### config.mk
export PLATFORM = sky130hd
export DESIGN_NAME = bus_select_encoder_flat
export DESIGN_NICKNAME = d
export VERILOG_FILES = /design/src/rtl/bus_select_encoder_if.sv /design/src/rtl/bus_select_encoder.sv /design/src/flat_wrapper.sv
export SDC_FILE = /design/constraint.sdc
export NUM_CORES = 1
export LEC_CHECK = 0
export CORE_UTILIZATION = 62
export CTS_BUF_LIST = sky130_fd_sc_hd__clkbuf_16
export DETAILED_ROUTE_END_ITERATION = 16
export PLACE_DENSITY = 0.87
export SYNTH_ARGS = -nofsm -noshare
export SYNTH_HDL_FRONTEND = slang
export SYNTH_SLANG_ARGS = --single-unit
export TNS_END_PERCENT = 10
### constraint.sdc
create_clock -name clk -period 9.9 [get_ports clk]
set_input_delay 1.98 -clock clk [delete_from_list [all_inputs] [get_ports clk]]
set_output_delay 1.98 -clock clk [all_outputs]
set_load 0.005 [all_outputs]
### src/rtl/bus_select_encoder_if.sv
// rtl/bus_select_encoder_if.sv - request/grant bundle between bus sources and the select encoder
//
// Signals:
//   req_in[15:0]     one request bit per bus source (bit i = source i)
//   ack              current bus transfer has been consumed
//   clear_err        synchronous clear of conflict_sticky
//   enc_out[3:0]     binary index of the granted source
//   grant_onehot     one-hot of the granted source
//   enc_valid        a grant is held
//   conflict         one-cycle pulse on a grant taken with two or more requests
//   conflict_sticky  latched conflict flag
//   timeout          one-cycle pulse on forced release
// Modports: master drives requests and observes grants; slave is the encoder.

interface bus_select_encoder_if;
    logic [15:0] req_in;
    logic        ack;
    logic        clear_err;
    logic [3:0]  enc_out;
    logic [15:0] grant_onehot;
    logic        enc_valid;
    logic        conflict;
    logic        conflict_sticky;
    logic        timeout;

    modport master (
        output req_in, ack, clear_err,
        input  enc_out, grant_onehot, enc_valid, conflict, conflict_sticky, timeout
    );

    modport slave (
        input  req_in, ack, clear_err,
        output enc_out, grant_onehot, enc_valid, conflict, conflict_sticky, timeout
    );
endinterface

### src/rtl/bus_select_encoder.sv
// rtl/bus_select_encoder.sv - round-robin 16-source bus select encoder with grant timeout
//
// Parameters:
//   TIMEOUT  grant cycles without ack before forced release (1..15)
// Ports:
//   clk      single clock, rising edge
//   clr      asynchronous active-low reset
//   bus      bus_select_encoder_if.slave (requests in, registered grant/status out)
// All outputs come straight from flops.

module bus_select_encoder #(
    parameter int TIMEOUT = 8
) (
    input  logic                    clk,
    input  logic                    clr,
    bus_select_encoder_if.slave     bus
);

    typedef enum logic {
        IDLE  = 1'b0,
        GRANT = 1'b1
    } state_t;

    localparam logic [3:0] CNT_LAST = 4'(TIMEOUT - 1);

    state_t      state_q, state_next;
    logic [3:0]  ptr_q, ptr_next;
    logic [3:0]  cnt_q, cnt_next;
    logic [3:0]  enc_q, enc_next;
    logic [15:0] onehot_q, onehot_next;
    logic        valid_q, valid_next;
    logic        conflict_q, conflict_next;
    logic        sticky_q, sticky_next;
    logic        timeout_q, timeout_next;

    logic [3:0]  pick;
    logic [3:0]  idx;
    logic        found;
    logic        any_req;
    logic        multi_req;
    logic        expire;

    assign any_req   = |bus.req_in;
    // Clearing the lowest set bit leaves something only if two or more bits were set.
    assign multi_req = |(bus.req_in & (bus.req_in - 16'd1));
    assign expire    = (cnt_q == CNT_LAST);

    // Round-robin search: first set bit starting just above the last granted index.
    // The 4-bit sum wraps 15 -> 0 by itself; offset 16 revisits ptr_q last.
    always_comb begin
        pick  = 4'd0;
        idx   = 4'd0;
        found = 1'b0;
        for (int i = 1; i <= 16; i++) begin
            idx = ptr_q + 4'(i);
            if (!found && bus.req_in[idx]) begin
                pick  = idx;
                found = 1'b1;
            end
        end
    end

    // State register plus the registered outputs and datapath.
    always_ff @(posedge clk or negedge clr) begin
        if (!clr) begin
            state_q    <= IDLE;
            ptr_q      <= 4'd15;
            cnt_q      <= 4'd0;
            enc_q      <= 4'd0;
            onehot_q   <= 16'd0;
            valid_q    <= 1'b0;
            conflict_q <= 1'b0;
            sticky_q   <= 1'b0;
            timeout_q  <= 1'b0;
        end else begin
            state_q    <= state_next;
            ptr_q      <= ptr_next;
            cnt_q      <= cnt_next;
            enc_q      <= enc_next;
            onehot_q   <= onehot_next;
            valid_q    <= valid_next;
            conflict_q <= conflict_next;
            sticky_q   <= sticky_next;
            timeout_q  <= timeout_next;
        end
    end

    // Next-state logic.
    always_comb begin
        state_next = state_q;
        case (state_q)
            IDLE:    if (any_req)          state_next = GRANT;
            GRANT:   if (bus.ack || expire) state_next = IDLE;
            default:                        state_next = IDLE;
        endcase
    end

    // Next values for the registered outputs.
    always_comb begin
        ptr_next      = ptr_q;
        cnt_next      = cnt_q;
        enc_next      = enc_q;
        onehot_next   = onehot_q;
        valid_next    = valid_q;
        conflict_next = 1'b0;
        timeout_next  = 1'b0;

        case (state_q)
            IDLE: begin
                if (any_req) begin
                    enc_next      = pick;
                    onehot_next   = 16'd1 << pick;
                    valid_next    = 1'b1;
                    conflict_next = multi_req;
                    cnt_next      = 4'd0;
                end else begin
                    enc_next    = 4'd0;
                    onehot_next = 16'd0;
                    valid_next  = 1'b0;
                end
            end
            GRANT: begin
                // ack takes priority so a same-cycle expiry is a normal release.
                if (bus.ack || expire) begin
                    ptr_next     = enc_q;
                    enc_next     = 4'd0;
                    onehot_next  = 16'd0;
                    valid_next   = 1'b0;
                    timeout_next = !bus.ack;
                end else begin
                    cnt_next = cnt_q + 4'd1;
                end
            end
            default: begin
                enc_next    = 4'd0;
                onehot_next = 16'd0;
                valid_next  = 1'b0;
            end
        endcase

        // Set beats clear when both happen together.
        sticky_next = conflict_next | (sticky_q & ~bus.clear_err);
    end

    assign bus.enc_out         = enc_q;
    assign bus.grant_onehot    = onehot_q;
    assign bus.enc_valid       = valid_q;
    assign bus.conflict        = conflict_q;
    assign bus.conflict_sticky = sticky_q;
    assign bus.timeout         = timeout_q;

endmodule

### src/flat_wrapper.sv
// flat-port wrapper written by rule: the top's interface ports become plain ports
module bus_select_encoder_flat 
#(
    parameter int TIMEOUT = 8
)
  (clk, clr, bus_req_in, bus_ack, bus_clear_err, bus_enc_out, bus_grant_onehot, bus_enc_valid, bus_conflict, bus_conflict_sticky, bus_timeout);
  bus_select_encoder_if bus_i ();
  input  logic clk;
  input  logic clr;
  input wire logic [$bits(bus_i.req_in)-1:0] bus_req_in;
  input wire logic [$bits(bus_i.ack)-1:0] bus_ack;
  input wire logic [$bits(bus_i.clear_err)-1:0] bus_clear_err;
  output wire logic [$bits(bus_i.enc_out)-1:0] bus_enc_out;
  output wire logic [$bits(bus_i.grant_onehot)-1:0] bus_grant_onehot;
  output wire logic [$bits(bus_i.enc_valid)-1:0] bus_enc_valid;
  output wire logic [$bits(bus_i.conflict)-1:0] bus_conflict;
  output wire logic [$bits(bus_i.conflict_sticky)-1:0] bus_conflict_sticky;
  output wire logic [$bits(bus_i.timeout)-1:0] bus_timeout;
  assign bus_i.req_in = bus_req_in;
  assign bus_i.ack = bus_ack;
  assign bus_i.clear_err = bus_clear_err;
  assign bus_enc_out = bus_i.enc_out;
  assign bus_grant_onehot = bus_i.grant_onehot;
  assign bus_enc_valid = bus_i.enc_valid;
  assign bus_conflict = bus_i.conflict;
  assign bus_conflict_sticky = bus_i.conflict_sticky;
  assign bus_timeout = bus_i.timeout;
  bus_select_encoder #(.TIMEOUT(TIMEOUT)) u_core (.clk(clk), .clr(clr), .bus(bus_i));
endmodule
# Yosys cells after proc, flatten, opt, wreduce, memory -nomap -nowiden
# Index checks and enable logic that the tools add are counted.
# totals
latch_bits,0
word_cells,169
regBits,33
mem_count,0
ram_bits,0
romBits,0
# classes
n_div,0
shifts,1
bitwise,5
n_mul,0
n_reduce_logical,36
n_lt_le_gt_ge,16
muxes,81
eq_ne,4
add_sub_neg,17
# ops
op,count
$lt 4x5->1 const B,16
$mux 4,20
$bmux 1 s4,16
$mux 1,38
$add 4x4->4 const B,8
$mux 16,2
$pmux 16 s2,1
$reduce_or 16->1,2
$add 4x3->4 const B,4
$and 16x16->16,1
$logic_not 1->1,16
$pmux 4 s2,2
$shl 1x4->16 const A,1
$sub 16x1->16 const B,1
$logic_and 1x1->1,15
$add 4x1->4 const B,2
$add 4x2->4 const B,2
$eq 4x3->1 const B,1
$ne 2x2->1 const B,2
$pmux 1 s2,2
$reduce_and 2->1,2
$ne 2x1->1 const B,1
$not 1->1,2
$and 1x1->1,1
2 further kinds,2

# Logic depth before layout (Yosys ltp)
# Gate-level depths: netlist (run 1).
# logic_depth
word_depth,52
depth_mapped,16
ltp_nobuf,12

# Worst setup path before layout (run 1)
# OpenSTA, ideal clock, no wires.
# synth_timing
path_kind,in2reg
start,input port bus_req_in[5]
end,"register u_core.onehot_q[14], in the netlist u_core.bus.grant_onehot[14]"
path_buffers,0
setup_slack_ns,4.657
cell_stages,10
required_time_ns,9.778
setup_time_ns,0.122
arrival_ns,5.121
path_cell_list,mux4_2 -> mux4_2 -> or3_4 -> nor4_4 -> nand4_4 -> or4_1 -> a32oi_2 -> nor2_2 -> and2_4 -> a32o_1
# synth_via
elab_chain_cells,51
elab_cells_between_ends,97
cone_classes,1 x shift; 65 x mux; 31 x reduce/logical
# synth_rtl
item,line,source
start: declaration,flat_wrapper.sv:10,input wire logic [$bits(bus_i.req_in)-1:0] bus_req_in;
$bmux 1 s4,bus_select_encoder.sv:56,if (!found && bus.req_in[idx]) begin
$mux 1 (implied by the code),bus_select_encoder.sv:56,
$mux 1,bus_select_encoder.sv:56,
$logic_not 1->1,bus_select_encoder.sv:56,
$logic_and 1x1->1,bus_select_encoder.sv:56,
$mux 1,bus_select_encoder.sv:56,
$logic_not 1->1,bus_select_encoder.sv:56,
$logic_and 1x1->1,bus_select_encoder.sv:56,
[35 not listed],-,
$logic_and 1x1->1,bus_select_encoder.sv:56,
$mux 1,bus_select_encoder.sv:56,
$logic_not 1->1,bus_select_encoder.sv:56,
$logic_and 1x1->1,bus_select_encoder.sv:56,
$mux 4,bus_select_encoder.sv:56,
$shl 1x4->16,bus_select_encoder.sv:112,onehot_next = 16'd1 << pick;
$mux 16 *,bus_select_encoder.sv:110,if (any_req) begin
$pmux 16 s2 *,bus_select_encoder.sv:108,case (state_q)
end signal: assignment,bus_select_encoder.sv:80,onehot_q <= onehot_next;
end: declaration,bus_select_encoder.sv:30,"logic [15:0] onehot_q, onehot_next;"
# Mark *: on every way between the ends. The rest lies on a longest branch, timed or not. The select of a mux whose other input is x is not followed.
# A chain may end at the register's enable or synchronous reset.

# Final worst setup path (run 1)
# layout_timing
start,input port bus_req_in[5]
end,"register u_core.onehot_q[4], in the netlist u_core.bus.grant_onehot[4]"
# Same word-level chain as after synthesis.

==> results of run 1 <==
==> cell usage after synthesis (3+ instances only) <==
master     n
maj3_1     3
buf_2      3
inv_1     15
mux2_2    16
a211oi_1   4
mux4_2    28
dfrtp_1   29
o211ai_1   3
or3_1      6
or2_2      3
nand3_1    4
mux2i_1   14
nor3_1    11
nand2b_1   4
a32o_1    12
a21o_1     6
xnor2_1    7
a21oi_1   14
xor2_1     4
nand2_1   40
a22oi_1    4
a31oi_1    5
o22ai_1    4
o221ai_1   5
clkbuf_1   9
a22o_1    10
dfstp_2    4
nor2_1    28
ha_1       9
nor4_1     3
and2_1     3
o21ai_0   16
or4_1      3
==> path summary, 6_finish.rpt <==
kind,to,slack (ns)
worst min register to register,u_core.bus.grant_onehot[2],0.49
worst max register to register,u_core.bus.grant_onehot[4],4.25
worst max-delay path,u_core.bus.grant_onehot[4],3.98
worst min-delay path,u_core.bus.grant_onehot[2],0.49
min in group asynchronous,u_core.bus.grant_onehot[12],2.10
max in group asynchronous,u_core.ptr_q[2],7.46
==> cells by family (layout without fill, tap and decap cells) <==
group                    count (synthesis)  count (layout)  share of synthesized area (%)
AO/OA/AOI/OAI                          106             106                           21.8
XOR/XNOR                                12              12                           3.08
adder cells (fa/ha/maj)                 12              12                           3.90
buffers and inverters                   30              68                           3.38
flip-flops                              33              33                           22.7
multiplexers                            58              58                           26.0
AND/OR/NAND/NOR                        128             128                           19.2
==> flip-flops by register name (all words and copies together) (netlist names) <==
| register | count |
|---|---|
| u_core.bus.grant_onehot | 16 |
| u_core.ptr_q | 4 |
| u_core.bus.enc_out | 4 |
| u_core.bus.conflict_sticky | 1 |
| u_core.state_q | 1 |
| u_core.bus.enc_valid | 1 |
| u_core.bus.timeout | 1 |
| u_core.bus.conflict | 1 |
| u_core.cnt_q | 4 |
==> layer usage <==
metal / global-route usage [%] / vias up / routed length [um]
met5: 0 / - / 0
met4: 13.3 / 0 / 387
met3: 6.09 / 43 / 1010
met2: 57.5 / 250 / 5060
met1: 51.7 / 1723 / 4290
li1: - / 1570 / -
==> metrics by stage <==
stage	setup WS, ns	hold slack (ns)
floorplan	4.66	0.452
global placement	3.88	0.464
detailed placement	3.79	0.476
CTS	4.05	0.491
global route	3.76	0.506
finish	3.98	0.490
==> final cells by class <==
| class | count | area share (%) |
|---|---|---|
| multi-input cells | 316 | 63.0 |
| flip-flops and latches | 33 | 19.4 |
| repair buffers | 45 | 10.4 |
| clock buffers | 5 | 2.92 |
| well taps | 72 | 2.10 |
| inverters | 15 | 1.31 |
| clock inverters | 3 | 0.904 |
==> cells in the final DEF (no fill, tap or decap), types with 5 or more instances in the layout <==
| cell | Yosys | final |
|---|---|---|
| a21o_1 | 6 | 6 |
| a21oi_1 | 14 | 14 |
| a22o_1 | 10 | 10 |
| a31oi_1 | 5 | 5 |
| a32o_1 | 12 | 12 |
| clkbuf_16 | 0 | 5 |
| clkdlybuf4s50_1 | 0 | 43 |
| dfrtp_1 | 29 | 29 |
| ha_1 | 9 | 9 |
| inv_1 | 15 | 16 |
| mux2_2 | 16 | 16 |
| mux2i_1 | 14 | 14 |
| mux4_2 | 28 | 28 |
| nand2_1 | 40 | 40 |
| nor2_1 | 28 | 28 |
| nor3_1 | 11 | 11 |
| o21ai_0 | 16 | 16 |
| o221ai_1 | 5 | 5 |
| or3_1 | 6 | 6 |
| xnor2_1 | 7 | 7 |
==> critical path, stage by stage <==
cell             delay (ns)
clkdlybuf4s50_1        0.53
mux4_2                 0.59
mux4_2                 0.59
or3_4                  0.44
nor4_4                 0.36
nand4_2                0.28
or3_1                  0.47
nor2_1                 0.23
nor4_4                 0.11
nor3_2                 0.32
a32o_1                 0.22
==> summary.md, run 1 <==
| Metric | Value |
|---|---|
| WS Path Type | in -> reg |
| Reg area | 831 sq um |
| Share of cells above drive strength 1 | 18.5% |
| DR vias | 3586 |
| Multi-input logic area | 2710 sq um |
| Postcts setup bufs | 0 |
| Skew final | 0.00390 ns |
| Initial DRT Pass Iterations | 5 |
| Clock tree sinks | 33 |
| Total GRT Usage | 36.7% |
| Crit end category | register |
| Post-Syn Area | 3660 sq um |
| Initial antenna violation count | 0 |
| Total grt overflow | 0 |
| Slew headroom | 19.0% |
| Cells resized by post-CTS repair | 0 |
| Post-Place Cells | 481 |
| Vias per cell | 7.33 |
| Ant diodes | 0 |
| CTS tree | built |
| CP required | 10.11 ns |
| Wirelength per Cell | 22.0 um |
| HP Class | reg -> reg |
| Initial Utilization | 65.3% |
| Actual slew at the worst max-slew pin | 1.21 ns |
| Placed cell areas | 4130 sq um |
| Initial DRC count | 476 |
| Yosys top cell by area | dfrtp_1 |
| DP HPWL | 7860 um |
| Clock root buffer | clkbuf_16 |
| Area growth syn-to-layout | 17.3% |
| Final setup fails | 0 |
| Height of the die | 78.8 um |
| Crit path max fanout | 9 |
| NumNets Final | 445 |
| Synth top area share | 19.8% |
| Cts-stage hold buffer count | 0 |
| CP startpoint kind | input port |
| Hold Crit Depth | 1 |
| Sum Neg Setup Slack | 0 ns |
| Clk slew on worst S/H paths | 0.05 ns |
| Final min period | 5.92 ns |
| Layout Utilization | 76.5% |
| Number of remaining DRC errors | 0 |
| RSZ-0062 raised after global routing | no |
| Global placement routability congestion | 1.02 |
| R2r startpoint | u_core.ptr_q[0] |
| Final Hold Viols | 0 |
| Cells after Synth | 379 |
| Flops & latches, synth | 33 |
| Number of global-route vias before repair | 3434 |
| Number of synthesized flops with an enable pin | 0 |
| Core Region | 5610 sq um |
| Final cell count without fillers | 489 |
| Clk buf depth | 2 |
| Status | finished clean |
| DRT Wirelength | 10800 um |
| Routed Antenna Nets | 0 |
| Top Ports | 44 |
| Post-route cell area | 4290 sq um |
| Hold_sp | u_core.bus.grant_onehot[2] |
| Avg Inst Size Synth | 9.66 sq um |
| Clock Latency Late Sink | 0.28 ns |
| Origin of the worst setup path | bus_req_in[5] |
| Largest net degree at the start of global routing | 34 |
| Sequential area share after synthesis | 22.7% |
| First-pass GRT wire length | 17500 um |
| Die ar. | 6210 sq um |
| Number of H-tree levels | 2 |
| Synth cell types | 72 |
| Fill cells | 396 |
| Critical path data arrival time | 6.13 ns |
| Syn Nets | 408 |
| Max Fclk | 169 MHz |
| Num rows | 27 |
| Max Transition Viols Final | 0 |
| Yosys warns | 0 |
| Cts bufs inserted | 5 |
| Synth area leaders | dfrtp_1 20%, mux4_2 17%, mux2_2 4.9%, nand2_1 4.1%, mux2i_1 3.8% |
| R2R cell count | 12 |
| Max Cap Violations | 0 |
| Crit share post-route | 59.8% |
| Port bufs | 43 |
| Async SR Flop Fraction | 100% |
| Ys flop type | dfrtp_1 |
| Die X | 78.8 um |
Power of run 1 is not shown: default switching activity piles up to over one toggle a cycle in this logic, so the estimate is an artifact.
==> inputs of run 2 (changes only) <==
Settings changed: CORE_UTILIZATION 62 to 57, PLACE_DENSITY 0.87 to 0.81.
Clock period 9.9 ns to 5.5 ns, I/O delays scaled along.
==> summary.md, run 2 (synthesis results as in run 1) <==
| Metric | Value |
|---|---|
| Register-to-register setup slack | 0.62 ns |
| Post-Place Cells | 506 |
| CTS tree | built |
| Number of H-tree levels | 2 |
| Crit share post-route | 92.1% |
| Sum Neg Setup Slack | 0 ns |
| Total GRT Usage | 34.6% |
| Crit path buffers/inverters | 3 |
| Cts-stage hold buffer count | 0 |
| Die X | 82.1 um |
| Cells resized by post-CTS repair | 0 |
| CP required | 5.71 ns |
| R2R cell count | 13 |
| Origin of the worst setup path | bus_req_in[5] |
| Largest net degree at the start of global routing | 34 |
| Height of the die | 82.1 um |
| Clock tree sinks | 33 |
| WS Path Type | in -> reg |
| Final cell count without fillers | 514 |
| Cts bufs inserted | 5 |
| Clk slew on worst S/H paths | 0.05 ns |
| Core Region | 6060 sq um |
| Max Fclk | 197 MHz |
| DP HPWL | 8020 um |
| Top Ports | 44 |
| Critical path cell sequence | clkdlybuf4s50_1 -> mux4_2 -> mux4_2 -> or3_4 -> nor4_4 -> buf_4 -> or2b_1 -> a21oi_1 -> nor4_1 -> buf_4 -> nor4_4 -> nor2b_2 -> a32o_1 |
| Clock Latency Late Sink | 0.28 ns |
| Skew final | 0.00277 ns |
| First-pass GRT wire length | 17400 um |
| Postcts setup bufs | 0 |
| Crit end category | register |
| Critical Path Stages | 13 |
| DRT Wirelength | 10700 um |
| Reg2reg end | u_core.bus.grant_onehot[7] |
| Max Transition Viols Final | 0 |
| Number of remaining DRC errors | 0 |
| Vias per cell | 7.02 |
| Clk buf depth | 2 |
| Final Hold Viols | 0 |
| RSZ-0062 raised after global routing | no |
| Fill cells | 454 |
| Total grt overflow | 0 |
| Global placement routability congestion | 0.999 |
| Routed Antenna Nets | 0 |
| NumNets Final | 467 |
| Area growth syn-to-layout | 21.9% |
| Wirelength per Cell | 20.9 um |
| Most common cell after layout, fill and taps aside | clkdlybuf4s50_1 |
| CP delay by family, top | simple AND/OR/NAND/NOR gates |
| Critical Path End | u_core.bus.grant_onehot[7] |
| Final min period | 5.06 ns |
| DR vias | 3608 |
| Num rows | 28 |
| Crit-path slowest cell | mux4_2 |
| Clock root buffer | clkbuf_16 |
| Max reg flops | 16 |
| Initial DRT Pass Iterations | 6 |
| R2r startpoint | u_core.ptr_q[2] |
| Worst path max stage delay | 0.60 ns |
| Multi-input logic area | 2710 sq um |
| Initial Utilization | 60.4% |
| Number of global-route vias before repair | 3455 |
| Slew headroom | 45.6% |
| Share of cells above drive strength 1 | 22.6% |
| Initial DRC count | 355 |
| Status | finished clean |
| Crit path max fanout | 9 |
| Actual slew at the worst max-slew pin | 0.812 ns |
| Max Cap Violations | 0 |
| HP Class | reg -> reg |
| Critical path data arrival time | 5.27 ns |
| Initial antenna violation count | 0 |
| Reg area | 831 sq um |
| Die ar. | 6750 sq um |
| Most frequent cells in the layout | 43 x clkdlybuf4s50_1, 40 x nand2_1, 29 x dfrtp_1 |
| Final setup fails | 0 |
| Port bufs | 43 |
| Ant diodes | 0 |
| CP startpoint kind | input port |
-- run 2: cell types whose count changed in the layout (fill, tap and decap cells not counted), sizes merged --
cell,previous run,this run
clkinvlp,0,1
inv,16,15
buf,2,24
-- run 2: metal layers --
layer | GRT usage (%) | share of wire, %
met1 | 47.8 | 42
met2 | 55.0 | 48
met3 | 5.49 | 7.7
met4 | 12.5 | 2.8
met5 | 0 | 0
-- run 2: per-stage QoR --
| stage | hold WS, ns | setup WS (ns) | cell area [sq um] | utilization [%] |
|---|---|---|---|---|
| after floorplan | 0.452 | 0.427 | 3660 | - |
| after global placement | 0.465 | 0.432 | 4300 | 70.9 |
| after detailed placement | 0.469 | 0.263 | 4300 | 70.9 |
| after CTS | 0.485 | 0.477 | 4460 | 73.6 |
| after global routing | 0.498 | 0.299 | 4460 | 73.6 |
| final | 0.480 | 0.436 | 4460 | 73.6 |
-- run 2: cell type report --
| cell class | count | area share, % |
|---|---|---|
| sequential | 33 | 18.6 |
| clock inverter | 3 | 0.925 |
| multi-input combinational | 316 | 60.6 |
| inverter | 15 | 1.26 |
| timing repair buffer | 67 | 13.7 |
| tap | 75 | 2.10 |
| clock buffer | 5 | 2.80 |
-- run 2: worst min-delay path by stage --
stage | start | endpoint | cells past startpoint
global placement | u_core.bus.enc_valid | u_core.bus.enc_valid | 1
detailed placement | u_core.bus.enc_valid | u_core.bus.enc_valid | 1
global route | u_core.bus.enc_valid | u_core.bus.enc_valid | 1
floorplan | u_core.cnt_q[3] | u_core.bus.timeout | 1
finish | u_core.bus.enc_valid | u_core.bus.enc_valid | 1
CTS | u_core.bus.enc_valid | u_core.bus.enc_valid | 1
Power of run 2 is left out for the same reason.
